==> config.mk <==
export PLATFORM = sky130hd
export DESIGN_NAME = up_control_unit_flat
export DESIGN_NICKNAME = d
export VERILOG_FILES = /design/src/rtl/up_control_unit_if.sv /design/src/rtl/up_control_unit.sv /design/src/flat_wrapper.sv
export SDC_FILE = /design/constraint.sdc
export NUM_CORES = 1
export LEC_CHECK = 0
export CORE_MARGIN = 4
export CORE_UTILIZATION = 46
export DETAILED_ROUTE_END_ITERATION = 10
export GPL_ROUTABILITY_DRIVEN = 0
export GPL_TIMING_DRIVEN = 0
export PLACE_DENSITY = 0.91
export SLEW_MARGIN = 5
export SYNTH_ARGS = -nofsm -noshare
export SYNTH_HDL_FRONTEND = slang
export SYNTH_SLANG_ARGS = --single-unit
==> constraint.sdc <==
create_clock -name CLOCK -period 2.6 [get_ports CLOCK]
set_input_delay 0.26 -clock CLOCK [delete_from_list [all_inputs] [get_ports CLOCK]]
set_output_delay 0.26 -clock CLOCK [all_outputs]
set_load 0.01 [all_outputs]
==> src/rtl/up_control_unit_if.sv <==
// rtl/up_control_unit_if.sv - status/strobe bundle between up_control_unit and the datapath
//
// Parameters: OPW   opcode width (3 or 4)
//             CNT_W retired-instruction counter width
// master : control-unit side; samples IR, Aeq0, Apos, Enter, MemRdy and drives
//          IRload, JMPmux, PCload, Meminst, MemWr, Aload, Sub, Halt, Outload,
//          Asel, Illegal, Retire, InstrCount.
// slave  : datapath side; the mirror image of master.
interface up_control_unit_if #(
   parameter int OPW   = 4,
   parameter int CNT_W = 16
);
   logic [OPW-1:0]   IR;
   logic             Aeq0;
   logic             Apos;
   logic             Enter;
   logic             MemRdy;
   logic             IRload;
   logic             JMPmux;
   logic             PCload;
   logic             Meminst;
   logic             MemWr;
   logic             Aload;
   logic             Sub;
   logic             Halt;
   logic             Outload;
   logic [1:0]       Asel;
   logic             Illegal;
   logic             Retire;
   logic [CNT_W-1:0] InstrCount;

   modport master (
      input  IR, Aeq0, Apos, Enter, MemRdy,
      output IRload, JMPmux, PCload, Meminst, MemWr, Aload, Sub, Halt, Outload,
      output Asel, Illegal, Retire, InstrCount
   );

   modport slave (
      output IR, Aeq0, Apos, Enter, MemRdy,
      input  IRload, JMPmux, PCload, Meminst, MemWr, Aload, Sub, Halt, Outload,
      input  Asel, Illegal, Retire, InstrCount
   );
endinterface

==> src/rtl/up_control_unit.sv <==
// rtl/up_control_unit.sv - accumulator CPU controller: START/FETCH/DECODE/execute sequencer
//
// Ports:  CLOCK   rising-edge clock
//         RESET   synchronous, active-high
//         io_bus  up_control_unit_if.master (opcode, flags, Enter, MemRdy in;
//                 datapath strobes, Asel, Illegal, Retire, InstrCount out)
// Optional feature: define UP_CU_MEMWAIT_EN to make FETCH/LOAD/STORE/ADD/SUB
// wait for MemRdy; otherwise MemRdy is ignored and memory states last one cycle.
module up_control_unit #(
   parameter int OPW   = 4,
   parameter int CNT_W = 16
) (
   input  logic              CLOCK,
   input  logic              RESET,
   up_control_unit_if.master io_bus
);

   typedef enum logic [4:0] {
      S_START   = 5'd0,
      S_FETCH   = 5'd1,
      S_DECODE  = 5'd2,
      S_LOAD    = 5'd3,
      S_STORE   = 5'd4,
      S_ADD     = 5'd5,
      S_SUB     = 5'd6,
      S_INPUT   = 5'd7,
      S_JZ      = 5'd8,
      S_JPOS    = 5'd9,
      S_HALT    = 5'd10,
      S_JMP     = 5'd11,
      S_JNZ     = 5'd12,
      S_JNEG    = 5'd13,
      S_OUTPUT  = 5'd14,
      S_NOP     = 5'd15,
      S_ILLEGAL = 5'd16
   } state_t;

   state_t           r_state;
   state_t           w_next;
   logic [CNT_W-1:0] r_count;

   logic [OPW-1:0]   w_ir;
   logic [3:0]       w_op;
   logic             w_mem_rdy;
   logic             w_exec;
   logic             w_retire;
   logic             w_irload, w_jmpmux, w_pcload, w_meminst, w_memwr;
   logic             w_aload, w_sub, w_halt, w_outload, w_illegal;
   logic [1:0]       w_asel;

   // A 3-bit opcode zero-extends onto the low half of the map, so ILLEGAL
   // cannot be reached when OPW=3.
   assign w_ir = io_bus.IR;
   assign w_op = 4'(w_ir);

`ifdef UP_CU_MEMWAIT_EN
   assign w_mem_rdy = io_bus.MemRdy;
`else
   logic w_unused_memrdy;
   assign w_unused_memrdy = io_bus.MemRdy;
   assign w_mem_rdy       = 1'b1;
`endif

   always_comb begin
      w_next    = S_START;
      w_exec    = 1'b0;
      w_irload  = 1'b0;
      w_jmpmux  = 1'b0;
      w_pcload  = 1'b0;
      w_meminst = 1'b0;
      w_memwr   = 1'b0;
      w_aload   = 1'b0;
      w_sub     = 1'b0;
      w_halt    = 1'b0;
      w_outload = 1'b0;
      w_illegal = 1'b0;
      w_asel    = 2'b00;
      case (r_state)
         S_START: w_next = S_FETCH;
         S_FETCH: begin
            w_irload = w_mem_rdy;
            w_pcload = w_mem_rdy;
            w_next   = w_mem_rdy ? S_DECODE : S_FETCH;
         end
         S_DECODE: begin
            w_meminst = 1'b1;
            case (w_op)
               4'd0:    w_next = S_LOAD;
               4'd1:    w_next = S_STORE;
               4'd2:    w_next = S_ADD;
               4'd3:    w_next = S_SUB;
               4'd4:    w_next = S_INPUT;
               4'd5:    w_next = S_JZ;
               4'd6:    w_next = S_JPOS;
               4'd7:    w_next = S_HALT;
               4'd8:    w_next = S_JMP;
               4'd9:    w_next = S_JNZ;
               4'd10:   w_next = S_JNEG;
               4'd11:   w_next = S_OUTPUT;
               4'd12:   w_next = S_NOP;
               default: w_next = S_ILLEGAL;
            endcase
         end
         S_LOAD: begin
            w_exec    = 1'b1;
            w_meminst = 1'b1;
            w_aload   = w_mem_rdy;
            w_asel    = 2'b10;
            w_next    = w_mem_rdy ? S_START : S_LOAD;
         end
         S_STORE: begin
            // MemWr stays up for the whole wait so the memory sees a stable write.
            w_exec    = 1'b1;
            w_meminst = 1'b1;
            w_memwr   = 1'b1;
            w_next    = w_mem_rdy ? S_START : S_STORE;
         end
         S_ADD: begin
            w_exec    = 1'b1;
            w_meminst = 1'b1;
            w_aload   = w_mem_rdy;
            w_next    = w_mem_rdy ? S_START : S_ADD;
         end
         S_SUB: begin
            w_exec    = 1'b1;
            w_meminst = 1'b1;
            w_aload   = w_mem_rdy;
            w_sub     = 1'b1;
            w_next    = w_mem_rdy ? S_START : S_SUB;
         end
         S_INPUT: begin
            w_exec  = 1'b1;
            w_asel  = 2'b01;
            w_aload = io_bus.Enter;
            w_next  = io_bus.Enter ? S_START : S_INPUT;
         end
         S_JZ: begin
            w_exec   = 1'b1;
            w_jmpmux = 1'b1;
            w_pcload = io_bus.Aeq0;
         end
         S_JPOS: begin
            // Zero counts as positive on Apos, so exclude it explicitly.
            w_exec   = 1'b1;
            w_jmpmux = 1'b1;
            w_pcload = io_bus.Apos & ~io_bus.Aeq0;
         end
         S_JMP: begin
            w_exec   = 1'b1;
            w_jmpmux = 1'b1;
            w_pcload = 1'b1;
         end
         S_JNZ: begin
            w_exec   = 1'b1;
            w_jmpmux = 1'b1;
            w_pcload = ~io_bus.Aeq0;
         end
         S_JNEG: begin
            w_exec   = 1'b1;
            w_jmpmux = 1'b1;
            w_pcload = ~io_bus.Apos;
         end
         S_OUTPUT: begin
            w_exec    = 1'b1;
            w_outload = 1'b1;
         end
         S_NOP: w_exec = 1'b1;
         S_HALT: begin
            w_halt = 1'b1;
            w_next = S_HALT;
         end
         S_ILLEGAL: begin
            w_halt    = 1'b1;
            w_illegal = 1'b1;
            w_next    = S_ILLEGAL;
         end
         default: w_next = S_START;
      endcase
   end

   // HALT/ILLEGAL never flag w_exec, so trapped states cannot retire.
   assign w_retire = w_exec && (w_next == S_START);

   always_ff @(posedge CLOCK) begin
      if (RESET) begin
         r_state <= S_START;
         r_count <= '0;
      end else begin
         r_state <= w_next;
         if (w_retire) begin
            r_count <= r_count + CNT_W'(1);
         end
      end
   end

   assign io_bus.IRload     = w_irload;
   assign io_bus.JMPmux     = w_jmpmux;
   assign io_bus.PCload     = w_pcload;
   assign io_bus.Meminst    = w_meminst;
   assign io_bus.MemWr      = w_memwr;
   assign io_bus.Aload      = w_aload;
   assign io_bus.Sub        = w_sub;
   assign io_bus.Halt       = w_halt;
   assign io_bus.Outload    = w_outload;
   assign io_bus.Asel       = w_asel;
   assign io_bus.Illegal    = w_illegal;
   assign io_bus.Retire     = w_retire;
   assign io_bus.InstrCount = r_count;

endmodule

==> src/flat_wrapper.sv <==
// flat-port wrapper written by rule: the top's interface ports become plain ports
module up_control_unit_flat 
#(
   parameter int OPW   = 4,
   parameter int CNT_W = 16
)
  (CLOCK, RESET, io_bus_IR, io_bus_Aeq0, io_bus_Apos, io_bus_Enter, io_bus_MemRdy, io_bus_IRload, io_bus_JMPmux, io_bus_PCload, io_bus_Meminst, io_bus_MemWr, io_bus_Aload, io_bus_Sub, io_bus_Halt, io_bus_Outload, io_bus_Asel, io_bus_Illegal, io_bus_Retire, io_bus_InstrCount);
  up_control_unit_if #(.OPW(OPW), .CNT_W(CNT_W)) io_bus_i ();
  input  logic CLOCK;
  input  logic RESET;
  input wire logic [$bits(io_bus_i.IR)-1:0] io_bus_IR;
  input wire logic [$bits(io_bus_i.Aeq0)-1:0] io_bus_Aeq0;
  input wire logic [$bits(io_bus_i.Apos)-1:0] io_bus_Apos;
  input wire logic [$bits(io_bus_i.Enter)-1:0] io_bus_Enter;
  input wire logic [$bits(io_bus_i.MemRdy)-1:0] io_bus_MemRdy;
  output wire logic [$bits(io_bus_i.IRload)-1:0] io_bus_IRload;
  output wire logic [$bits(io_bus_i.JMPmux)-1:0] io_bus_JMPmux;
  output wire logic [$bits(io_bus_i.PCload)-1:0] io_bus_PCload;
  output wire logic [$bits(io_bus_i.Meminst)-1:0] io_bus_Meminst;
  output wire logic [$bits(io_bus_i.MemWr)-1:0] io_bus_MemWr;
  output wire logic [$bits(io_bus_i.Aload)-1:0] io_bus_Aload;
  output wire logic [$bits(io_bus_i.Sub)-1:0] io_bus_Sub;
  output wire logic [$bits(io_bus_i.Halt)-1:0] io_bus_Halt;
  output wire logic [$bits(io_bus_i.Outload)-1:0] io_bus_Outload;
  output wire logic [$bits(io_bus_i.Asel)-1:0] io_bus_Asel;
  output wire logic [$bits(io_bus_i.Illegal)-1:0] io_bus_Illegal;
  output wire logic [$bits(io_bus_i.Retire)-1:0] io_bus_Retire;
  output wire logic [$bits(io_bus_i.InstrCount)-1:0] io_bus_InstrCount;
  assign io_bus_i.IR = io_bus_IR;
  assign io_bus_i.Aeq0 = io_bus_Aeq0;
  assign io_bus_i.Apos = io_bus_Apos;
  assign io_bus_i.Enter = io_bus_Enter;
  assign io_bus_i.MemRdy = io_bus_MemRdy;
  assign io_bus_IRload = io_bus_i.IRload;
  assign io_bus_JMPmux = io_bus_i.JMPmux;
  assign io_bus_PCload = io_bus_i.PCload;
  assign io_bus_Meminst = io_bus_i.Meminst;
  assign io_bus_MemWr = io_bus_i.MemWr;
  assign io_bus_Aload = io_bus_i.Aload;
  assign io_bus_Sub = io_bus_i.Sub;
  assign io_bus_Halt = io_bus_i.Halt;
  assign io_bus_Outload = io_bus_i.Outload;
  assign io_bus_Asel = io_bus_i.Asel;
  assign io_bus_Illegal = io_bus_i.Illegal;
  assign io_bus_Retire = io_bus_i.Retire;
  assign io_bus_InstrCount = io_bus_i.InstrCount;
  up_control_unit #(.OPW(OPW), .CNT_W(CNT_W)) u_core (.CLOCK(CLOCK), .RESET(RESET), .io_bus(io_bus_i));
endmodule
# [Word-level counts from Yosys, hierarchy flattened]
# Memory sizes are Yosys's and may differ from the RTL's.
# Index checks and enable logic that the tools add are counted.
[op_classes] addsub=1 mul=0 div_mod_pow=0 n_lt_le_gt_ge=0 n_eq_ne=16 shifts=0 n_mux=14 bitwise_logic=3 n_reduce_logical=9
[op_table] op="$eq A5 B4 Y1 const B" count=8
[op_table] op="$pmux W5 S6" count=1
[op_table] op="$eq A5 B3 Y1 const B" count=4
[op_table] op="$add A16 B1 Y16 const B" count=1
[op_table] op="$reduce_or A12 Y1" count=1
[op_table] op="$eq A5 B2 Y1 const B" count=2
[op_table] op="$logic_not A5 Y1" count=2
[op_table] op="$reduce_or A5 Y1" count=2
[op_table] op="$mux W1" count=9
[op_table] op="$eq A5 B1 Y1 const B" count=1
[op_table] op="$eq A5 B5 Y1 const B" count=1
[op_table] op="$pmux W1 S5" count=1
[op_table] op="$pmux W2 S2" count=1
[op_table] op="$reduce_or A2 Y1" count=2
[op_table] op="$mux W3" count=1
[op_table] op="$reduce_or A3 Y1" count=1
[op_table] op="$not A1 Y1" count=2
[op_table] op="$pmux W1 S2" count=1
[op_table] op="$and A1 B1 Y1" count=1
[op_table] op="$logic_and A1 B1 Y1" count=1
[totals] register_bits=21 latch_bits=0 ram_bits=0 rom_bits=80 in_bits=10 word_cells=46 mem_count=1
[mem_list] memory="(name not given)" depth=16 word_bits=5 rd=1 rd_ports_with_merged_regs=0 wr=0 line="up_control_unit.sv:87" source="case (w_op)"

# [Longest topological paths before layout]
# Gate-level depths: netlist of run 1.
[logic_depth] ltp_word=4 ltp_mapped=7 ltp_nobuf=6

# [Worst setup path before layout of run 1]
# Ideal clock, no wire load.
[synth_timing] kind="register to register" start="reg u_core.r_state[1]" end="reg u_core.r_count[15], in the netlist u_core.io_bus.InstrCount[15]" setup_time_ps=121 arrival_time_ps=1731 setup_slack_ps=748 path_stages_with_launch=7 synth_period_minus_slack_ps=1852 path_cell_list="dfxtp_1 > buf_6 > nor3b_1 > a2111o_1 > buf_2 > nor4_1 > mux2_2"
[synth_between] elab_chain_cells=4 word_cells_on_any_way=22
[synth_rtl] item="start: declaration" line="up_control_unit.sv:38" source="state_t r_state;"
[synth_rtl] item="start signal: assignment" line="up_control_unit.sv:189" source="r_state <= w_next;"
[synth_rtl] item="$eq A5 B5 Y1 (tied with other cells)" line="up_control_unit.sv:78" source="case (r_state)"
[synth_rtl] item="$pmux W5 S6 or $reduce_or A12 Y1 (tied branches)"
[synth_rtl] item="$logic_not A5 Y1 or $mux W1 (tied branches)" line="up_control_unit.sv:182, up_control_unit.sv:78"
[synth_rtl] item="$logic_and A1 B1 Y1 *" line="up_control_unit.sv:182" source="assign w_retire = w_exec && (w_next == S_START);"
[synth_rtl] item="end signal: assignment" line="up_control_unit.sv:191" source="r_count <= r_count + CNT_W'(1);"
[synth_rtl] item="end: declaration" line="up_control_unit.sv:40" source="logic [CNT_W-1:0] r_count;"
# Every way passes the cells marked *; elsewhere a longest branch is shown, timed or not.
# A chain may end at the register's enable or synchronous reset.

# [Worst setup path after layout of run 1]
[layout_timing] start="reg u_core.r_state[2]" end="out io_bus_Retire"
[layout_between] elab_chain_cells=4 word_cells_on_any_way=22
[layout_rtl] item="$eq A5 B5 Y1 (tied with other cells)" line="up_control_unit.sv:78"
[layout_rtl] item="$pmux W5 S6 or $reduce_or A12 Y1 (tied branches)"
[layout_rtl] item="$logic_not A5 Y1 or $mux W1 (tied branches)" line="up_control_unit.sv:182, up_control_unit.sv:78"
[layout_rtl] item="$logic_and A1 B1 Y1 *" line="up_control_unit.sv:182"
[layout_rtl] item="end: declaration" line="flat_wrapper.sv:27" source="output wire logic [$bits(io_bus_i.Retire)-1:0] io_bus_Retire;"
# Marks and branches as above.

==> results of run 1 <==
synthesized netlist by cell type, types with 2 or more instances:
cell type / n
a21oi_1: 20
a31oi_1: 2
and4_1: 3
buf_1: 2
buf_2: 3
clkbuf_1: 8
dfxtp_1: 21
ha_1: 3
inv_1: 8
nand2_1: 9
nand2b_1: 4
nand3_1: 8
nand4_1: 3
nor2_1: 15
nor2b_1: 2
nor3_1: 9
nor3b_1: 2
o21ai_0: 11
o31ai_1: 5
or3_1: 9
or4_1: 5
flip-flops by register name, summed over array words and instances (netlist names):
name	count
u_core.io_bus.InstrCount	16
u_core.r_state	5
area by class of cell:
class                           count  area [um^2]
Inverter                            8         30.0
Fill cell                         231          841
Tap cell                           30         37.5
Clock buffer                        4         26.3
Multi-Input combinational cell    129          772
Buffer                             13         62.6
Timing Repair Buffer               38          378
Sequential cell                    21          420
cells in the final DEF (no fill, tap or decap), drive strengths merged, types with 2 or more instances in the layout:
master         count
clkbuf            11
o31ai              5
nand2              9
nor3b              2
inv                8
or4                5
nand3              8
a31oi              2
nor2              15
buf                7
ha                 3
nand4              3
or3                9
dfxtp             21
clkdlybuf4s50     37
nor2b              2
nor3               9
and4               3
nand2b             4
a21oi             20
o21ai             11
layer usage:
| layer | track usage [%] | routed length [um] | vias to the layer above |
|---|---|---|---|
| met5 | 0 | 0 | - |
| met1 | 25.5 | 1500 | 615 |
| met3 | 2.77 | 194 | 4 |
| li1 | - | - | 714 |
| met4 | 5.88 | 23 | 0 |
| met2 | 29.8 | 1440 | 49 |
power groups by stage:
stage | clock network, W | registers [W] | logic, W
floorplan | 0 | 0.000363 | 0.000178
global placement | 0 | 0.000364 | 0.000285
detailed placement | 0 | 0.000365 | 0.000288
CTS | 0.000157 | 0.000357 | 0.000295
global route | 0.000175 | 0.000361 | 0.000328
finish | 0.000157 | 0.000357 | 0.000295
kinds of logic after synthesis:
family                   count (synthesis)
XOR/XNOR                                 2
buffers and inverters                   22
multiplexers                             2
AND/OR/NAND/NOR                         74
adder cells (fa/ha/maj)                  3
flip-flops                              21
AO/OA/AOI/OAI                           48
per-stage QoR:
| step | power (W) | worst slack [ns] |
|---|---|---|
| floorplan | 0.000542 | 0.748 |
| global placement | 0.000649 | -0.0256 |
| detailed placement | 0.000653 | -0.0287 |
| CTS | 0.000809 | 0.0817 |
| global route | 0.000864 | 0.0146 |
| finish | 0.000810 | 0.202 |
worst max-delay path: stages (launching register included):
cell and delay, ns:
dfxtp_1 0.31, buf_2 0.15, nor4bb_1 0.13, a2111o_1 0.45
buf_2 0.20, inv_1 0.07, clkdlybuf4s50_1 0.53
what timing repair did:
item,in CTS,in global routing
gates resized for setup,0,4
pin swaps,1,0
endpoints found under the setup margin,1,2
setup buffers,1,0
path summary, 6_finish.rpt:
check,from,to,slack [ns],cells past startpoint
setup / recovery,u_core.r_state[2]$_SDFF_PP0_,io_bus_Retire,0.20,6
hold reg to reg,u_core.io_bus.InstrCount[14]$_SDFFE_PP0P_,u_core.io_bus.InstrCount[14]$_SDFFE_PP0P_,0.51,2
setup reg to reg,u_core.r_state[2]$_SDFF_PP0_,u_core.io_bus.InstrCount[15]$_SDFFE_PP0P_,0.44,7
hold / removal,u_core.io_bus.InstrCount[14]$_SDFFE_PP0P_,u_core.io_bus.InstrCount[14]$_SDFFE_PP0P_,0.51,2
==> flow_summary.ini, run 1 <==
[logic_synthesis]
synth_edf_count = 0
synth_compound_area_share_pct = 22.8
synth-seq-cells = 21
synth_top_cell_by_area = dfxtp_1
syn_area_um2 = 1290
synth_cells = 172
synth_ff_type = dfxtp_1
syn-num-nets = 185
synth_top_family_by_area = simple AND/OR/NAND/NOR gates
synth_area_per_cell_um2 = 7.48
synth_mux_area_share_pct = 1.65
yosys.area_share.adder_pct = 2.92
ys_top_cells_by_area = dfxtp_1, a21oi_1, nor2_1, or3_1, o21ai_0
ys_seq_area_share_pct = 32.7
ys_types = 41
yosysWarnings = 0
yosys.area_share.simple_pct = 31.3
async_flop_share_pct = 0
yosysTopAreaCellShare_pct = 32.7
synth-xor-area-share_pct = 1.36

[cells_and_area]
fin_nets = 227
synthToLayoutAreaGrowth_pct = 34.2
fin_cells = 243
diodes = 0
fin_area_um2 = 1730
drive_gt1_share_pct = 6.10
final_util_pct = 67.3

[placed_design]
place_area_um2 = 1690
dp.cells = 239
io_buffer_count = 37
dp_hpwl_um = 2320

[die]
io_pins = 39
start_util_pct = 50.1
num_rows = 18
die_y_um = 60.9
dieArea_um2 = 3710
dieWidth_um = 60.9
core_um2 = 2570

[global_route]
grt_pass1_wl_um = 5320
grtUsageTotal_pct = 18.5
antenna_found_initial = 0
grt_max_degree = 12
overflow = 0
grt_pass1_vias = 1239

[sta]
rsz0062_at_grt = false
finalHoldViolCount = 0
post-route-min-period_ns = 2.40
max_freq_mhz = 417
setup_tns_ns = 0
fin_crit_sh_pct = 92.2
maxSlewHeadroom_pct = 68.1
finalMaxSlewViolations = 0
setup_viol = 0
tightestPinTransition_ns = 0.478
fin_hold_ws_ns = 0.506
fin_worst_skew_ns = 0.00470

[hold_path]
hp-class = reg -> reg

[power_and_ir_drop]
p_int_w = 0.000538
ir_worst_vdd_uv = 458
sw_frac_of_total_pct = 33.6
power_frac_seq_pct = 44.1
p_leak_nw = 0.599
comb_power_share_pct = 36.5
clkPwrFrac_pct = 19.4
power_density_nw_per_um2 = 469
switching_power_w = 0.000272

[clock_network]
holdBufCountCts = 0
numCtsBuffers = 3
clk_path_buf_depth = 2
clock_latency_ns = 0.31
clk_pin_slew_ns = 0.11
htreeDepth = 1
ctsRootBufferMaster = clkbuf_4
cts_tree = built
clock-sinks = 21

[drt]
first_iter_violations = 100
drcViolationCount = 0
avgViaCountPerCell = 5.69
vias = 1382
wl_per_cell_um = 13.0
dr.pass1.iters = 4
routed_wl_um = 3160
ant_nets = 0

[setup_path]
start_kind = register
crit_path_max_fanout = 10
crit_type = reg -> out
cp.required_ns = 2.34
arrival_ns = 2.14
worstSetupEndpointType = primary output

[job]
drv_cap = 0

[status]
outcome = complete, no violations
(Power assumes the default switching activity.)
==> inputs of run 2 (changes only) <==
- clock period: 2.6 -> 2.3 ns (I/O delays scaled with it)
==> run 2 against run 1 <==
Against the previous run: clock power rose by 15%; largest cell class unchanged; final cell count did not move; register-to-register slack got worse by 0.31 ns; sequential share of layout area fell by 0.21 points; highest routed layer unchanged.
==> flow_summary.ini, run 2 (synthesized netlist as in run 1, its figures left out) <==
[status]
outcome = complete, no violations

[setup_path]
start_kind = register
crit_path_max_fanout = 9
cpPeakStageDelay_ns = 0.56
crit_chain = clkbuf_1, or3_1, nor3b_1, clkdlybuf4s50_1
cp.required_ns = 2.07
crit_type = reg -> out
crit_slowest_cell = clkdlybuf4s50_1
arrival_ns = 1.96
worstSetupEndpointType = primary output

[die]
io_pins = 39
die_y_um = 60.9
dieArea_um2 = 3710
num_rows = 18
core_um2 = 2570
dieWidth_um = 60.9
start_util_pct = 50.1

[global_route]
grt_pass1_wl_um = 5320
antenna_found_initial = 0
grt_pass1_vias = 1236
grt_max_degree = 12
grtUsageTotal_pct = 18.6
overflow = 0

[placed_design]
dp.cells = 239
dp_hpwl_um = 2320
io_buffer_count = 37

[clock_network]
ctsRootBufferMaster = clkbuf_4
clock_latency_ns = 0.31
clock-sinks = 21
htreeDepth = 1
clk_path_buf_depth = 2
clk_pin_slew_ns = 0.11
cts_tree = built
numCtsBuffers = 3

[hold_path]
hp-class = reg -> reg

[cells_and_area]
synthToLayoutAreaGrowth_pct = 35.4
fin_cells = 243
diodes = 0
layout_commonest_cell = clkdlybuf4s50_1
layout_common_cells = clkdlybuf4s50_1, dfxtp_1, a21oi_1
drive_gt1_share_pct = 7.98
largest_reg_flops = 16
fin_nets = 227

[sta]
max_freq_mhz = 457
setup_viol = 0
fin_crit_sh_pct = 95.2
post-route-min-period_ns = 2.19
finalHoldViolCount = 0
tightestPinTransition_ns = 0.487
rsz0062_at_grt = false
fin_worst_skew_ns = 0.00373
fin_hold_ws_ns = 0.506
finalMaxSlewViolations = 0
maxSlewHeadroom_pct = 67.6

[power_and_ir_drop]
p_leak_nw = 0.638
power_density_nw_per_um2 = 525
ir_worst_vdd_uv = 510

[drt]
ant_nets = 0
routed_wl_um = 3190
dr.pass1.iters = 5
first_iter_violations = 74
wl_per_cell_um = 13.1
avgViaCountPerCell = 5.69
vias = 1383
drcViolationCount = 0

[job]
drv_cap = 0
## run 2: per-layer routing
| metal | share of wire (%) | vias to the layer above | track usage [%] |
|---|---|---|---|
| li1 | - | 715 | - |
| met1 | 47 | 614 | 25.5 |
| met2 | 46 | 49 | 29.9 |
| met3 | 6.2 | 5 | 2.77 |
| met4 | 1.0 | 0 | 5.88 |
| met5 | 0 | - | 0 |
## run 2: layout make-up
| class | count | area, um^2 |
|---|---|---|
| plain buffers | 13 | 70.1 |
| clock buffers | 4 | 26.3 |
| fillers | 233 | 826 |
| inverters | 8 | 30.0 |
| multi-input cells | 129 | 779 |
| flip-flops and latches | 21 | 420 |
| well taps | 30 | 37.5 |
| repair buffers | 38 | 378 |
## run 2: final timing paths
check | slack, ns | end | startpoint | cells after the start
worst min-delay path | 0.51 | u_core.io_bus.InstrCount[14]$_SDFFE_PP0P_ | u_core.io_bus.InstrCount[14]$_SDFFE_PP0P_ | 2
worst max-delay path | 0.11 | io_bus_IRload | u_core.r_state[4]$_SDFF_PP0_ | 4
worst max register to register | 0.13 | u_core.io_bus.InstrCount[15]$_SDFFE_PP0P_ | u_core.r_state[2]$_SDFF_PP0_ | 7
worst min register to register | 0.51 | u_core.io_bus.InstrCount[14]$_SDFFE_PP0P_ | u_core.io_bus.InstrCount[14]$_SDFFE_PP0P_ | 2
## run 2: stage by stage
stage	instance area (um^2)	setup WS, ns	total power, W	util, %	setup TNS [ns]
detailed placement	1690	-0.269	0.000738	66.0	-0.269
global placement	1690	-0.266	0.000733	66.0	-0.266
global route	1740	0.0105	0.000975	67.8	0
floorplan	1290	0.448	0.000612	-	0
CTS	1730	0.0169	0.000912	67.3	0
finish	1740	0.110	0.000914	67.8	0
## run 2: worst max-delay path, delay by kind of cell (launching register included)
| kind | cells | cell delay (ns) |
|---|---|---|
| and+or+nand+nor | 2 | 0.59 |
| DFF | 1 | 0.31 |
| buffers and inverters | 2 | 0.75 |
## run 2: where the power goes
group / leakage, nW / switching [W] / internal, W
combinational: 0.453 / 0.000174 / 0.000156
sequential: 0.170 / 0.0000228 / 0.000381
clock: 0.0150 / 0.000112 / 0.0000678
## run 2: timing repair
| action | 4_1_cts | 5_1_grt |
|---|---|---|
| setup endpoints to repair | 3 | 5 |
| hold endpoints to repair | 0 | 0 |
| pin swaps | 1 | 0 |
| buffers inserted | 1 | 0 |
| hold buffers | 0 | 0 |
| resized for setup | 6 | 7 |
==> inputs of run 3 (changes only) <==
- CORE_UTILIZATION: 46 -> 40
- PLACE_DENSITY: 0.91 -> 0.85
- clock period: 2.3 -> 2 ns (I/O delays scaled with it)
==> run 3 against run 2 <==
Against the previous run: sequential power increased by 17%; sequential cell count is the same; final area up 3.2%; worst hold slack gained 0.0070 ns; critical path depth grew 2; combinational power increased by 20%; critical endpoint is now u_core.io_bus.InstrCount[15]$_SDFFE_PP0P_.
==> flow_summary.ini, run 3 (synthesized netlist as in run 1, its figures left out) <==
[die]
start_util_pct = 42.1
num_rows = 20
dieArea_um2 = 4190
io_pins = 39
die_y_um = 64.7
dieWidth_um = 64.7
core_um2 = 3050

[power_and_ir_drop]
power_density_nw_per_um2 = 603
p_total_w = 0.00108
ir_worst_vdd_uv = 284
p_leak_nw = 0.690

[drt]
wl_per_cell_um = 12.9
routed_wl_um = 3300
dr.pass1.iters = 4
drcViolationCount = 0
avgViaCountPerCell = 5.39
vias = 1381
ant_nets = 0
first_iter_violations = 88

[cells_and_area]
drive_gt1_share_pct = 12.3
largest_reg_flops = 16
layout_commonest_cell = clkdlybuf4s50_1
diodes = 0
fin_area_um2 = 1800
layout_common_cells = clkdlybuf4s50_1, dfxtp_1, a21oi_1
synthToLayoutAreaGrowth_pct = 39.8
fin_nets = 226
final_util_pct = 58.9
nFillCells = 297

[clock_network]
cts_tree = built
clk_path_buf_depth = 2
clock-sinks = 21
ctsRootBufferMaster = clkbuf_4
numCtsBuffers = 3
htreeDepth = 1
clock_latency_ns = 0.32
holdBufCountCts = 0
clk_pin_slew_ns = 0.11

[setup_path]
reg2reg_slack_ns = 0.09
crit_chain = buf_6, nor3b_2, a2111o_1, buf_6, nor4_2, mux2_2
worstSetupEndpointType = register
crit_slowest_cell = a2111o_1
rr_endpoint = u_core.io_bus.InstrCount[15]$_SDFFE_PP0P_
crit_path_max_fanout = 10
cp_common_cell = buf_6
arrival_ns = 2.13
r2r_cells = 6
crit_type = reg -> reg
r2r_start = u_core.r_state[1]$_SDFF_PP0_
start_kind = register
cpPeakStageDelay_ns = 0.41
cp.required_ns = 2.22
critical-path-top-delay-family = simple AND/OR/NAND/NOR gates
startpoint = u_core.r_state[1]$_SDFF_PP0_
crit_buf_inv = 2

[hold_path]
whs_path_depth = 2
hp-class = reg -> reg
hold_start = u_core.io_bus.InstrCount[14]$_SDFFE_PP0P_
hold-path-endpoint = u_core.io_bus.InstrCount[14]$_SDFFE_PP0P_

[global_route]
overflow = 0
grtUsageTotal_pct = 15.6
grt_max_degree = 19
grt_pass1_wl_um = 5430
grt_pass1_vias = 1229
antenna_found_initial = 0

[status]
outcome = complete, no violations

[sta]
tightestPinTransition_ns = 0.506
fin_worst_skew_ns = 0.00827
layout_setup_ws_ns = 0.0883
max_freq_mhz = 523
post-route-min-period_ns = 1.91
maxSlewHeadroom_pct = 66.3
setup_viol = 0
setup_tns_ns = 0
fin_crit_sh_pct = 95.6
rsz0062_at_grt = true
finalHoldViolCount = 0
finalMaxSlewViolations = 0

[job]
drv_cap = 0

[placed_design]
io_buffer_count = 37
pre_cts_slack_ns = -0.508
dp_hpwl_um = 2340
place_area_um2 = 1710
## run 3: cell types whose count changed in the layout (fill, tap and decap cells not counted), moves of 2 or more
cell,before,now
buf_2,2,0
buf_6,1,3
clkdlybuf4s50_1,34,25
dlygate4sd2_1,2,9
## run 3: worst max path at each step
stage	end	slack [ns]	depth (start not counted)
global route	u_core.io_bus.InstrCount[11]$_SDFFE_PP0P_	-0.002	6
global placement	io_bus_Retire	-0.49	7
floorplan	u_core.io_bus.InstrCount[15]$_SDFFE_PP0P_	0.15	6
finish	u_core.io_bus.InstrCount[15]$_SDFFE_PP0P_	0.09	6
detailed placement	io_bus_Retire	-0.51	7
CTS	io_bus_PCload	0.002	7
## run 3: through the flow
| stage | hold WS [ns] | cells |
|---|---|---|
| 2_1_floorplan | 0.392 | 172 |
| 3_3_place_gp | 0.485 | 253 |
| 3_5_place_dp | 0.492 | 253 |
| 4_1_cts | 0.512 | 256 |
| 5_1_grt | 0.538 | 256 |
| 6_report | 0.513 | 256 |
## run 3: final cells by class
class,instances,area [um^2],area share [%]
multi-input cells,129,813,45.2
flip-flops and latches,21,422,23.5
repair buffers,38,363,20.2
plain buffers,12,88.8,4.94
well taps,44,55.1,3.06
inverters,8,30.0,1.67
clock buffers,4,26.3,1.46
## run 3: worst reg2reg max path, cell delays in order (launching register included)
cell and delay (ns):
dfxtp_1 0.32, buf_6 0.13, nor3b_2 0.17, a2111o_1 0.41
buf_6 0.17, nor4_2 0.27, mux2_2 0.36
## run 3: what timing repair did
item                       4_1_cts  5_1_grt
setup buffers                    1        0
setup endpoints to repair       14       13
pin swaps                        1        1
gates resized for setup         26       19
## run 3: power by group
group	leakage (nW)	switching [W]	total (W)	internal, W
clock network	0.0150	0.000139	0.000217	0.0000782
logic	0.505	0.000207	0.000395	0.000189
registers	0.170	0.0000314	0.000471	0.000440
## run 3: routing by layer
metal	global-route usage [%]	vias to the layer above	routed length [um]
met5	0	-	0
met1	20.6	629	1530
met3	2.43	3	138
met4	4.49	0	24
li1	-	709	-
met2	26.3	40	1600
